$ cat src/rtl/flash_burst_rd_ctrl.sv
// Burst read controller for an asynchronous parallel NOR flash.
// Programmable CE setup, OE access and recovery; every pin driven from a flop.
module flash_burst_rd_ctrl #(
  parameter int ADDR_W = 16,
  parameter int DATA_W = 16,
  parameter int LEN_W  = 4,
  parameter int T_CE   = 5,
  parameter int T_OE   = 5,
  parameter int T_GAP  = 2
) (
  input  logic              clk,
  input  logic              n_rst,
  input  logic              req,
  input  logic              abort,
  input  logic [ADDR_W-1:0] start_addr,
  input  logic [LEN_W-1:0]  burst_len,
  output logic              busy,
  output logic              done,
  output logic              rd_valid,
  output logic [DATA_W-1:0] rd_data,
  output logic              rd_last,
  output logic [ADDR_W-1:0] flash_addr,
  input  logic [DATA_W-1:0] flash_dq,
  output logic              flash_ce_n,
  output logic              flash_oe_n,
  output logic              flash_we_n
);

  // state   | meaning
  // IDLE    | pins released, waiting for req
  // SETUP   | CE low, waiting T_CE cycles before OE
  // READ    | CE and OE low, waiting T_OE cycles for data
  // NEXT    | word strobed on rd_valid; advance address or finish
  // RECOVER | pins released for T_GAP cycles before the next burst

  localparam int MAX_T = (T_CE > T_OE) ? ((T_CE > T_GAP) ? T_CE : T_GAP)
                                       : ((T_OE > T_GAP) ? T_OE : T_GAP);
  localparam int CNT_W = $clog2(MAX_T + 1);

  localparam logic [CNT_W-1:0] CE_TC  = CNT_W'(T_CE - 1);
  localparam logic [CNT_W-1:0] OE_TC  = CNT_W'(T_OE - 1);
  localparam logic [CNT_W-1:0] GAP_TC = CNT_W'(T_GAP - 1);
  localparam logic [LEN_W-1:0] LEN_ONE = LEN_W'(1);

  typedef enum logic [2:0] {
    S_IDLE,
    S_SETUP,
    S_READ,
    S_NEXT,
    S_RECOVER
  } state_t;

  state_t           state;
  state_t           nxt;
  logic [CNT_W-1:0] cnt;
  logic [LEN_W-1:0] remaining;

  logic accept;
  logic capture;
  logic advance;
  logic cnt_clr;

  always_comb begin
    nxt     = state;
    accept  = 1'b0;
    capture = 1'b0;
    advance = 1'b0;
    cnt_clr = 1'b0;
    case (state)
      S_IDLE: begin
        cnt_clr = 1'b1;
        if (req) begin
          nxt    = S_SETUP;
          accept = 1'b1;
        end
      end
      S_SETUP: begin
        if (abort) begin
          nxt     = S_RECOVER;
          cnt_clr = 1'b1;
        end else if (cnt == CE_TC) begin
          nxt     = S_READ;
          cnt_clr = 1'b1;
        end
      end
      S_READ: begin
        if (abort) begin
          nxt     = S_RECOVER;
          cnt_clr = 1'b1;
        end else if (cnt == OE_TC) begin
          nxt     = S_NEXT;
          capture = 1'b1;
          cnt_clr = 1'b1;
        end
      end
      S_NEXT: begin
        cnt_clr = 1'b1;
        // abort outranks continuing into the next word
        if (!abort && (remaining > LEN_ONE)) begin
          nxt     = S_READ;
          advance = 1'b1;
        end else begin
          nxt = S_RECOVER;
        end
      end
      S_RECOVER: begin
        if (cnt == GAP_TC) begin
          nxt     = S_IDLE;
          cnt_clr = 1'b1;
        end
      end
      default: begin
        nxt     = S_IDLE;
        cnt_clr = 1'b1;
      end
    endcase
  end

  always_ff @(posedge clk or negedge n_rst) begin
    if (!n_rst) begin
      state      <= S_IDLE;
      cnt        <= '0;
      remaining  <= '0;
      flash_addr <= '0;
      rd_data    <= '0;
      rd_valid   <= 1'b0;
      rd_last    <= 1'b0;
      done       <= 1'b0;
      busy       <= 1'b0;
      flash_ce_n <= 1'b1;
      flash_oe_n <= 1'b1;
      flash_we_n <= 1'b1;
    end else begin
      state <= nxt;
      cnt   <= cnt_clr ? '0 : cnt + 1'b1;

      if (accept) begin
        flash_addr <= start_addr;
        remaining  <= (burst_len == '0) ? LEN_ONE : burst_len;
      end else if (advance) begin
        flash_addr <= flash_addr + 1'b1;
        remaining  <= remaining - 1'b1;
      end

      if (capture) begin
        rd_data <= flash_dq;
      end
      rd_valid <= capture;
      rd_last  <= capture && (remaining == LEN_ONE);

      done <= (state == S_RECOVER) && (nxt == S_IDLE);
      busy <= (nxt != S_IDLE);

      // pins follow the upcoming state so they change with it, from flops
      flash_ce_n <= !((nxt == S_SETUP) || (nxt == S_READ) || (nxt == S_NEXT));
      flash_oe_n <= !((nxt == S_READ) || (nxt == S_NEXT));
      flash_we_n <= 1'b1;
    end
  end

endmodule

$ cat config.mk
export PLATFORM = sky130hd
export DESIGN_NAME = flash_burst_rd_ctrl
export DESIGN_NICKNAME = d
export VERILOG_FILES = /design/src/rtl/flash_burst_rd_ctrl.sv
export SDC_FILE = /design/constraint.sdc
export NUM_CORES = 1
export LEC_CHECK = 0
export CORE_UTILIZATION = 50
export DETAILED_ROUTE_END_ITERATION = 10
export PLACE_DENSITY = 0.86
export SKIP_LAST_GASP = 1
export SYNTH_ARGS = -nofsm -noshare
export SYNTH_HDL_FRONTEND = slang
export SYNTH_SLANG_ARGS = --single-unit
$ cat constraint.sdc
create_clock -name clk -period 4.17 [get_ports clk]
set_clock_uncertainty 0.1 [all_clocks]
set_input_delay 0.834 -clock clk [delete_from_list [all_inputs] [get_ports clk]]
set_output_delay 0.834 -clock clk [all_outputs]
set_load 0.005 [all_outputs]
==> results of run 1 <==
## path summary, 6_finish.rpt
check | endpoint | cells after the start
hold / removal | cnt[0]$_DFF_PN0_ | 1
setup / recovery | rd_data[0]$_DFFE_PN0P_ | 5
hold reg to reg | cnt[0]$_DFF_PN0_ | 1
min in group asynchronous | rd_data[12]$_DFFE_PN0P_ | 1
max in group asynchronous | flash_addr[3]$_DFFE_PN0P_ | 1
setup reg to reg | rd_data[0]$_DFFE_PN0P_ | 7
## cell families (layout without fill, tap and decap cells)
logic type / after synthesis / count (layout) / share of synthesized area (%)
muxes: 16 / 16 / 8.647
xor gates and xnor gates: 20 / 20 / 7.205
adders and majority gates: 6 / 6 / 3.088
buffers and inverters: 18 / 94 / 4.889
AOI/OAI and AO/OA: 33 / 33 / 9.059
and+or+nand+nor: 82 / 82 / 17.45
DFF: 48 / 48 / 49.51
other: 1 / 1 / 0.1543
## per-stage QoR
step                total power, uW  util (%)  hold slack (ps)  std cells
CTS                            1642     70.24            399.8        354
detailed placement             1351     68.16            387.4        346
floorplan                      1062         -            357.1        224
global placement               1329     68.16            376.9        346
finish                         1634     70.24            397.1        354
global route                   1751     70.24            424.6        354
## flip-flops by register name (all words and copies together), names as in the netlist
signal	count
busy	1
rd_last	1
rd_data	16
cnt	3
done	1
remaining	4
state	3
rd_valid	1
flash_oe_n	1
flash_addr	16
flash_ce_n	1
## final cells by class
cell class                 count  area, um^2
clock buffer                   6       82.58
clock inverter                 2       15.01
fill                         383        1396
inverter                       7       26.28
multi-input combinational    158        1120
sequential                    48        1204
tap                           54       67.56
timing repair buffer          79       780.7
## cell usage in the layout (no fill, tap or decap), types with 8 or more instances in the layout
cell type and count:
a21oi_1 8, clkdlybuf4s50_1 76, dfrtp_1 46, mux2_2 8
mux2_4 8, nand2_1 18, nand3_1 9, nor2_1 24
o21ai_0 13, xnor2_1 14
## critical path, cell delays in order
cell and delay (ps):
clkdlybuf4s50_1 470, or3_4 410, nor3b_4 200, buf_4 290
mux2_2 370
## power breakdown
part	switching (uW)	internal [uW]	leakage, uW
clock	154	134	0.0000434
combinational	266	335	0.000702
sequential	156	588	0.000614
total	577	1060	0.00136
## metal layers
layer  up-vias  part of all wire [%]  global-route usage [%]
li1        909                     -                       -
met2        58                    48                   34.59
met4         0                   1.7                   7.843
met1       871                    46                   25.81
met3         8                   4.0                   3.235
met5         -                     0                       0
==> out/qor.txt, run 1 <==
Status: finished clean
Gr usage total: 20.22%
Final Cycle Share: 59.48%
Fin Setup TNS: 0 ps
Layout area overhead: 35.56%
Routed Antenna Nets: 0
Global-route wire length before repair: 8197 um
Input/output buffers: 77
Pre-CTS WS: 1359 ps
Synthesized area: 2431 um^2
Post-synthesis cell type count: 45
Wire per inst: 13.75 um
CP Data Arrival Time: 2570 ps
Peak VDD IR: 245.7 uV
Worst-Margin Slew: 1024 ps
Initial Util: 51.81%
Max-slew violations: 0
Post-DP HPWL: 3602 um
Dominant cell type by area after synthesis: dfrtp_1
Register area share after synthesis: 49.51%
Initial DRC count: 57
Critical R2R Launch: cnt[0]$_DFF_PN0_
Final setup viols: 0
Startpoint Class: input pin
Largest net degree at the start of global routing: 49
DIE AREA: 5145 um^2
Placer Congestion: 0.8359
Hold buffers post-CTS: 0
Setup crit end kind: flip-flop
Fraction of registers with async set/reset: 100.0%
Setup Buffers After CTS: 0
Hold Crit Class: flip-flop to flip-flop
CTS H-tree depth: 2
Sink Count: 48
Max Cap Viol: 0
Post_cts resized: 0
Layout cells sized above 1: 13.33%
Final Hold Fails: 0
Max_slew headroom: 31.71%
Syn avg cell area: 10.85 um^2
Post-synth EDFFs: 0
Max FO, Critical Path: 17
Worst reg-to-reg setup slack: 2000 ps
Most common cell in the netlist: dfrtp_1
Synth top area share: 47.35%
Overflow after GRT: 0
Worst-Skew Late Latency: 300 ps
Worst-path clk slew: 90 ps
Clock tree from TritonCTS: yes
Ant. Diodes: 0
Synth top area cells: dfrtp_1 (47%), xnor2_1 (5.0%), mux2_4 (4.9%), mux2_2 (3.7%), nor2_1 (3.7%)
Syn nets: 270
Final #Nets: 345
Initial antenna violation count: 0
Critical path launch point: abort
Yosys reg bits: 48
Crit path kind: input pin to flip-flop
Hold Path Origin: cnt[0]$_DFF_PN0_
Crit path time final: 2480 ps
Core area: 4692 um^2
WP data required: 4260 ps
CTS Buf Count: 5
Root buffer cell: clkbuf_8
Most common library cells after synthesis: dfrtp_1 (46), nor2_1 (24), nand2_1 (18), xnor2_1 (14), o21ai_0 (13)
WL final: 4867 um
Leakage: 0.001359 uW
Die extent in x: 71.73 um
Fin area: 3296 um^2
Top_reg_cell synth: dfrtp_1
Final setup margin: 1690 ps
Via count: 1846
Power Dens Cells: 495.7 nW/um^2
Placed Area: 3198 um^2
Synth Warn #: 0
Row Count: 25
Vias per Instance: 5.215
Drt drc: 0
Clock tree buffer depth: 2
Pre-antenna DRT Iters: 4
Fmax: 403.2 MHz
Unrepaired setup endpoints after global routing: false
IO Count: 79
Syn Inst Count: 224
Chip Height: 71.73 um
Vias in the first global route: 1877
Note: power is estimated with default switching activity, not from simulation.
==> run 2, diff against run 1 <==
--- a/config.mk
+++ b/config.mk
@@ -5,9 +5,9 @@
 export SDC_FILE = /design/constraint.sdc
 export NUM_CORES = 1
 export LEC_CHECK = 0
-export CORE_UTILIZATION = 50
+export CORE_UTILIZATION = 46
 export DETAILED_ROUTE_END_ITERATION = 10
-export PLACE_DENSITY = 0.86
+export PLACE_DENSITY = 0.8
 export SKIP_LAST_GASP = 1
 export SYNTH_ARGS = -nofsm -noshare
 export SYNTH_HDL_FRONTEND = slang
==> constraint.sdc (replaced) <==
create_clock -name clk -period 2.31 [get_ports clk]
set_clock_uncertainty 0.1 [all_clocks]
set_input_delay 0.462 -clock clk [delete_from_list [all_inputs] [get_ports clk]]
set_output_delay 0.462 -clock clk [all_outputs]
set_load 0.005 [all_outputs]
==> out/qor.txt, run 2 (synthesized netlist as in run 1, its figures left out) <==
Status: finished clean (unchanged)
Worst-Skew Late Latency: 300 ps (about the same)
CP top delay family: simple AND/OR/NAND/NOR gates (was buffers and inverters)
Max Cap Viol: 0 (unchanged)
Post-DP HPWL: 3742 um (was 3602 um)
Sink Count: 48 (unchanged)
CP max-delay cell: dfrtp_1 (was clkdlybuf4s50_1)
Max-slew violations: 0 (unchanged)
CP Cell Sequence: inv_1 -> ha_1 -> nand2_2 -> or3_4 -> nor3b_2 -> buf_12 -> mux2_2 (was clkdlybuf4s50_1 -> or3_4 -> nor3b_4 -> buf_4 -> mux2_2)
Fmax: 472.7 MHz
Core area: 5107 um^2 (was 4692 um^2)
Final hold slack: 58.92 ps (was 397.1 ps)
Reg-to-reg critical path endpoint: rd_data[5]$_DFFE_PN0P_ (was rd_data[0]$_DFFE_PN0P_)
Largest regs: flash_addr: 16 flops, rd_data: 16 flops, remaining: 4 flops (unchanged)
Worst-Margin Slew: 582.1 ps (was 1024 ps)
Ant. Diodes: 0 (unchanged)
CTS Buf Count: 5 (unchanged)
Peak VDD IR: 505.4 uV (was 245.7 uV)
WL final: 4946 um (was 4867 um)
Chip Height: 74.70 um (was 71.73 um)
Placer Congestion: 0.8512 (was 0.8359)
CP max stage delay: 420 ps (was 470 ps)
Final Hold Fails: 0 (unchanged)
Gr usage total: 18.77% (was 20.22%)
Cells on worst reg2reg path: 7 (unchanged)
Crit path time final: 2116 ps
Initial antenna violation count: 0 (unchanged)
Max FO, Critical Path: 18 (was 17)
Routed Antenna Nets: 0 (unchanged)
Vias per Instance: 4.944 (was 5.215)
Overflow after GRT: 0 (unchanged)
Drt drc: 0 (unchanged)
Wire per inst: 13.19 um (was 13.75 um)
WP data required: 2400 ps (was 4260 ps)
IO Count: 79 (unchanged)
Buf/Inv on CP: 2 (unchanged)
Root buffer cell: clkbuf_8 (unchanged)
Leading cell type in the layout, fill and taps excluded: clkdlybuf4s50_1 (unchanged)
Clock tree buffer depth: 2 (unchanged)
Power Dens Cells: 898.9 nW/um^2 (was 495.7 nW/um^2)
Setup crit end kind: flip-flop (unchanged)
Final cell count without fillers: 375 (was 354)
Layout cells sized above 1: 14.75% (was 13.33%)
Pre-antenna DRT Iters: 4 (unchanged)
Final setup viols: 0 (unchanged)
Hold Crit Class: input pin to async pin (was flip-flop to flip-flop)
CTS H-tree depth: 2 (unchanged)
Setup Buffers After CTS: 0 (unchanged)
Post_cts resized: 0 (unchanged)
Vias in the first global route: 1780 (was 1877)
Row Count: 26 (was 25)
Hold buffers post-CTS: 0 (unchanged)
Global-route wire length before repair: 8045 um (was 8197 um)
Via count: 1854 (was 1846)
Die extent in x: 74.70 um (was 71.73 um)
Commonest non-fill, non-tap cells in the layout: clkdlybuf4s50_1 (76), dfrtp_1 (46), nor2_1 (24) (unchanged)
DIE AREA: 5579 um^2 (was 5145 um^2)
Placed cells: 367 (was 346)
Initial Util: 47.60% (was 51.81%)
Worst-path clk slew: 90 ps (about the same)
Final Cycle Share: 91.58%
Final #Nets: 350 (was 345)
Max_slew headroom: 61.20% (was 31.71%)
Worst reg-to-reg setup slack: 190 ps (was 2000 ps)
Unrepaired setup endpoints after global routing: false (unchanged)
Layout area overhead: 39.42% (was 35.56%)
Largest net degree at the start of global routing: 26 (was 49)
Critical R2R Launch: cnt[0]$_DFF_PN0_ (unchanged)
Startpoint Class: flip-flop (was input pin)
Crit path kind: flip-flop to flip-flop (was input pin to flip-flop)
Initial DRC count: 134 (was 57)
CP Data Arrival Time: 2210 ps (was 2570 ps)
Leakage: 0.001398 uW (was 0.001359 uW)
Clock tree from TritonCTS: yes (unchanged)
Input/output buffers: 77 (unchanged)
==> run 2: cell type report <==
class | instances | area (um^2)
Sequential cell | 48 | 1204
Clock buffer | 5 | 68.82
Clock inverter | 3 | 46.29
Fill cell | 414 | 1718
Timing Repair Buffer | 84 | 843.3
Inverter | 7 | 26.28
Multi-Input combinational cell | 158 | 1114
Tap cell | 70 | 87.58
==> run 2: how the worst max path moves through the flow <==
stage	from	endpoint	slack, ps	cells past startpoint
finish	cnt[0]$_DFF_PN0_	rd_data[5]$_DFFE_PN0P_	190	7
global route	cnt[0]$_DFF_PN0_	rd_data[7]$_DFFE_PN0P_	80	7
CTS	cnt[0]$_DFF_PN0_	rd_data[7]$_DFFE_PN0P_	190	7
detailed placement	abort	rd_data[7]$_DFFE_PN0P_	-40	5
global placement	abort	rd_data[7]$_DFFE_PN0P_	8	5
floorplan	cnt[0]$_DFF_PN0_	rd_data[10]$_DFFE_PN0P_	310	8
==> run 2: through the flow <==
stage	utilization, %	total power (uW)	cell area, um^2	setup slack [ps]	setup TNS (ps)
5_1_grt	66.36	3275	3390	81.24	0
3_3_place_gp	64.11	2423	3274	8.254	0
3_5_place_dp	64.11	2459	3274	-38.99	-247.1
4_1_cts	66.36	3080	3390	191.0	0
2_1_floorplan	-	1917	2431	310.0	0
6_report	66.36	3047	3390	194.4	0
==> run 2: layer usage <==
layer  vias up  share of wire [%]  routed length [um]  global-route usage, %
li1        920                  -                   -                      -
met1       878                 46                2260                  26.05
met2        54                 49                2409                  30.73
met3         2                5.0                 247                  3.213
met4         0               0.59                  29                  4.822
met5         -                  0                   0                      0
==> run 2: power by group <==
part | leakage [uW] | switching [uW] | total [uW] | internal [uW]
sequential | 0.000614 | 270 | 1330 | 1060
clock | 0.0000548 | 282 | 608 | 326
combinational | 0.000729 | 484 | 1110 | 624
==> run 3, diff against run 2 <==
==> constraint.sdc (replaced) <==
create_clock -name clk -period 1.95 [get_ports clk]
set_clock_uncertainty 0.1 [all_clocks]
set_input_delay 0.39 -clock clk [delete_from_list [all_inputs] [get_ports clk]]
set_output_delay 0.39 -clock clk [all_outputs]
set_load 0.005 [all_outputs]
==> out/qor.txt, run 3 (synthesized netlist as in run 1, its figures left out) <==
Status: complete, but fails checks (was finished clean)
Failing checks: negative setup slack
Post-DP HPWL: 3700 um (was 3742 um)
Most used cell, CP: buf_4
Gr usage total: 20.32% (was 18.77%)
CP max stage delay: 390 ps (was 420 ps)
Core area: 5107 um^2 (unchanged)
Worst reg-to-reg setup slack: -120 ps (was 190 ps)
Final setup viols: 16 (was 0)
Sink Count: 48 (unchanged)
Largest regs: flash_addr: 16 flops, rd_data: 16 flops, remaining: 4 flops (unchanged)
CP Cell Sequence: inv_2 -> ha_4 -> nand2_2 -> or3_4 -> nor3b_4 -> buf_4 -> buf_4 -> mux2_2 (was inv_1 -> ha_1 -> nand2_2 -> or3_4 -> nor3b_2 -> buf_12 -> mux2_2)
Placer Congestion: 0.7994 (was 0.8512)
Max Cap Viol: 0 (unchanged)
Pre-antenna DRT Iters: 5 (was 4)
Clock tree buffer depth: 2 (unchanged)
Initial DRC count: 111 (was 134)
Vias in the first global route: 1836 (was 1780)
Layout cells sized above 1: 22.70% (was 14.75%)
Overflow after GRT: 0 (unchanged)
Final #Nets: 371 (was 350)
Leakage: 0.001526 uW (was 0.001398 uW)
Leading cell type in the layout, fill and taps excluded: clkdlybuf4s50_1 (unchanged)
DIE AREA: 5579 um^2 (unchanged)
Row Count: 26 (unchanged)
Startpoint Class: flip-flop (unchanged)
Root buffer cell: clkbuf_8 (unchanged)
Pre-CTS WS: -276.7 ps (was -38.99 ps)
Crit path kind: flip-flop to flip-flop (unchanged)
Ant. Diodes: 0 (unchanged)
Crit path time final: 2065 ps (was 2116 ps)
Fmax: 484.2 MHz (was 472.7 MHz)
Layout area overhead: 49.36% (was 39.42%)
Placed cells: 380 (was 367)
Initial Util: 47.60% (unchanged)
Chip Height: 74.70 um (unchanged)
Initial antenna violation count: 0 (unchanged)
Final setup margin: -115.2 ps (was 194.4 ps)
Vias per Instance: 4.982 (was 4.944)
Wire per inst: 13.50 um (was 13.19 um)
CTS H-tree depth: 2 (unchanged)
Final Cycle Share: 105.9% (was 91.58%)
Input/output buffers: 77 (unchanged)
Fillers: 391 (was 414)
Largest net degree at the start of global routing: 49 (was 26)
Max-slew violations: 0 (unchanged)
Drt drc: 0 (unchanged)
Max FO, Critical Path: 4 (was 18)
CP top delay family: simple AND/OR/NAND/NOR gates (unchanged)
CTS Buf Count: 5 (unchanged)
Global-route wire length before repair: 8397 um (was 8045 um)
WP data required: 2040 ps (was 2400 ps)
Clock tree from TritonCTS: yes (unchanged)
Unrepaired setup endpoints after global routing: true (was false)
CP max-delay cell: dfrtp_1 (unchanged)
CP Data Arrival Time: 2160 ps (was 2210 ps)
Buf/Inv on CP: 3 (was 2)
Commonest non-fill, non-tap cells in the layout: clkdlybuf4s50_1 (76), dfrtp_1 (46), nor2_1 (23) (was clkdlybuf4s50_1 (76), dfrtp_1 (46), nor2_1 (24))
Hold Crit Class: flip-flop to flip-flop (was input pin to async pin)
Setup crit end kind: flip-flop (unchanged)
Worst-Skew Late Latency: 300 ps (about the same)
IO Count: 79 (unchanged)
Peak VDD IR: 638.7 uV (was 505.4 uV)
Final cell count without fillers: 396 (was 375)
Final Hold Fails: 0 (unchanged)
Power Dens Cells: 1045 nW/um^2 (was 898.9 nW/um^2)
Die extent in x: 74.70 um (unchanged)
WL final: 5346 um (was 4946 um)
Via count: 1973 (was 1854)
Routed Antenna Nets: 0 (unchanged)
Worst-path clk slew: 80 ps (was 90 ps)
## run 3: metrics by stage
stage | total power, uW | instance area (um^2) | util, % | hold slack, ps | TNS, ps
floorplan | 2272 | 2434 | - | -5.591 | -235.0
CTS | 3731 | 3572 | 69.94 | 415.1 | -1115
finish | 3793 | 3631 | 71.09 | 411.3 | -1408
global placement | 2975 | 3374 | 66.07 | 293.4 | -7091
global route | 4063 | 3631 | 71.09 | 430.5 | -2580
detailed placement | 3012 | 3374 | 66.07 | 297.2 | -7595
## run 3: worst paths after layout
kind | startpoint | to | depth (start not counted)
worst max-delay path | cnt[1]$_DFF_PN0_ | rd_data[2]$_DFFE_PN0P_ | 8
worst min register to register | rd_data[7]$_DFFE_PN0P_ | rd_data[7]$_DFFE_PN0P_ | 1
worst max register to register | cnt[1]$_DFF_PN0_ | rd_data[2]$_DFFE_PN0P_ | 8
max in group asynchronous | n_rst | flash_oe_n$_DFF_PN1_ | 3
worst min-delay path | rd_data[7]$_DFFE_PN0P_ | rd_data[7]$_DFFE_PN0P_ | 1
min in group asynchronous | n_rst | flash_addr[8]$_DFFE_PN0P_ | 3
## run 3: timing repair
action                     CTS  global route
gates cloned                 1             1
hold buffers                 1             0
pin swaps                    0             5
gates resized for setup      5            21
hold endpoints to repair    46             0
buffers inserted             5             1
setup endpoints to repair   19            33
## run 3: routing by layer
| layer | share of wire (%) | wire [um] | track usage, % |
|---|---|---|---|
| met1 | 44 | 2343 | 26.80 |
| met2 | 50 | 2673 | 33.63 |
| met3 | 4.6 | 245 | 3.882 |
| met4 | 1.6 | 84 | 7.128 |
| met5 | 0 | 0 | 0 |
## run 3: power by group
group          total, uW  internal [uW]  switching, uW
sequential          1550           1260            296
combinational       1600            905            697
clock                637            324            313
total               3790           2490           1310
## run 3: final cells by class
| cell class | count | area, um^2 | share of cell area [%] |
|---|---|---|---|
| Inverter | 7 | 26.28 | 0.7236 |
| Timing Repair Buffer | 105 | 1026 | 28.26 |
| Clock buffer | 8 | 100.1 | 2.757 |
| Multi-Input combinational cell | 158 | 1187 | 32.70 |
| Sequential cell | 48 | 1204 | 33.15 |
| Tap cell | 70 | 87.58 | 2.412 |
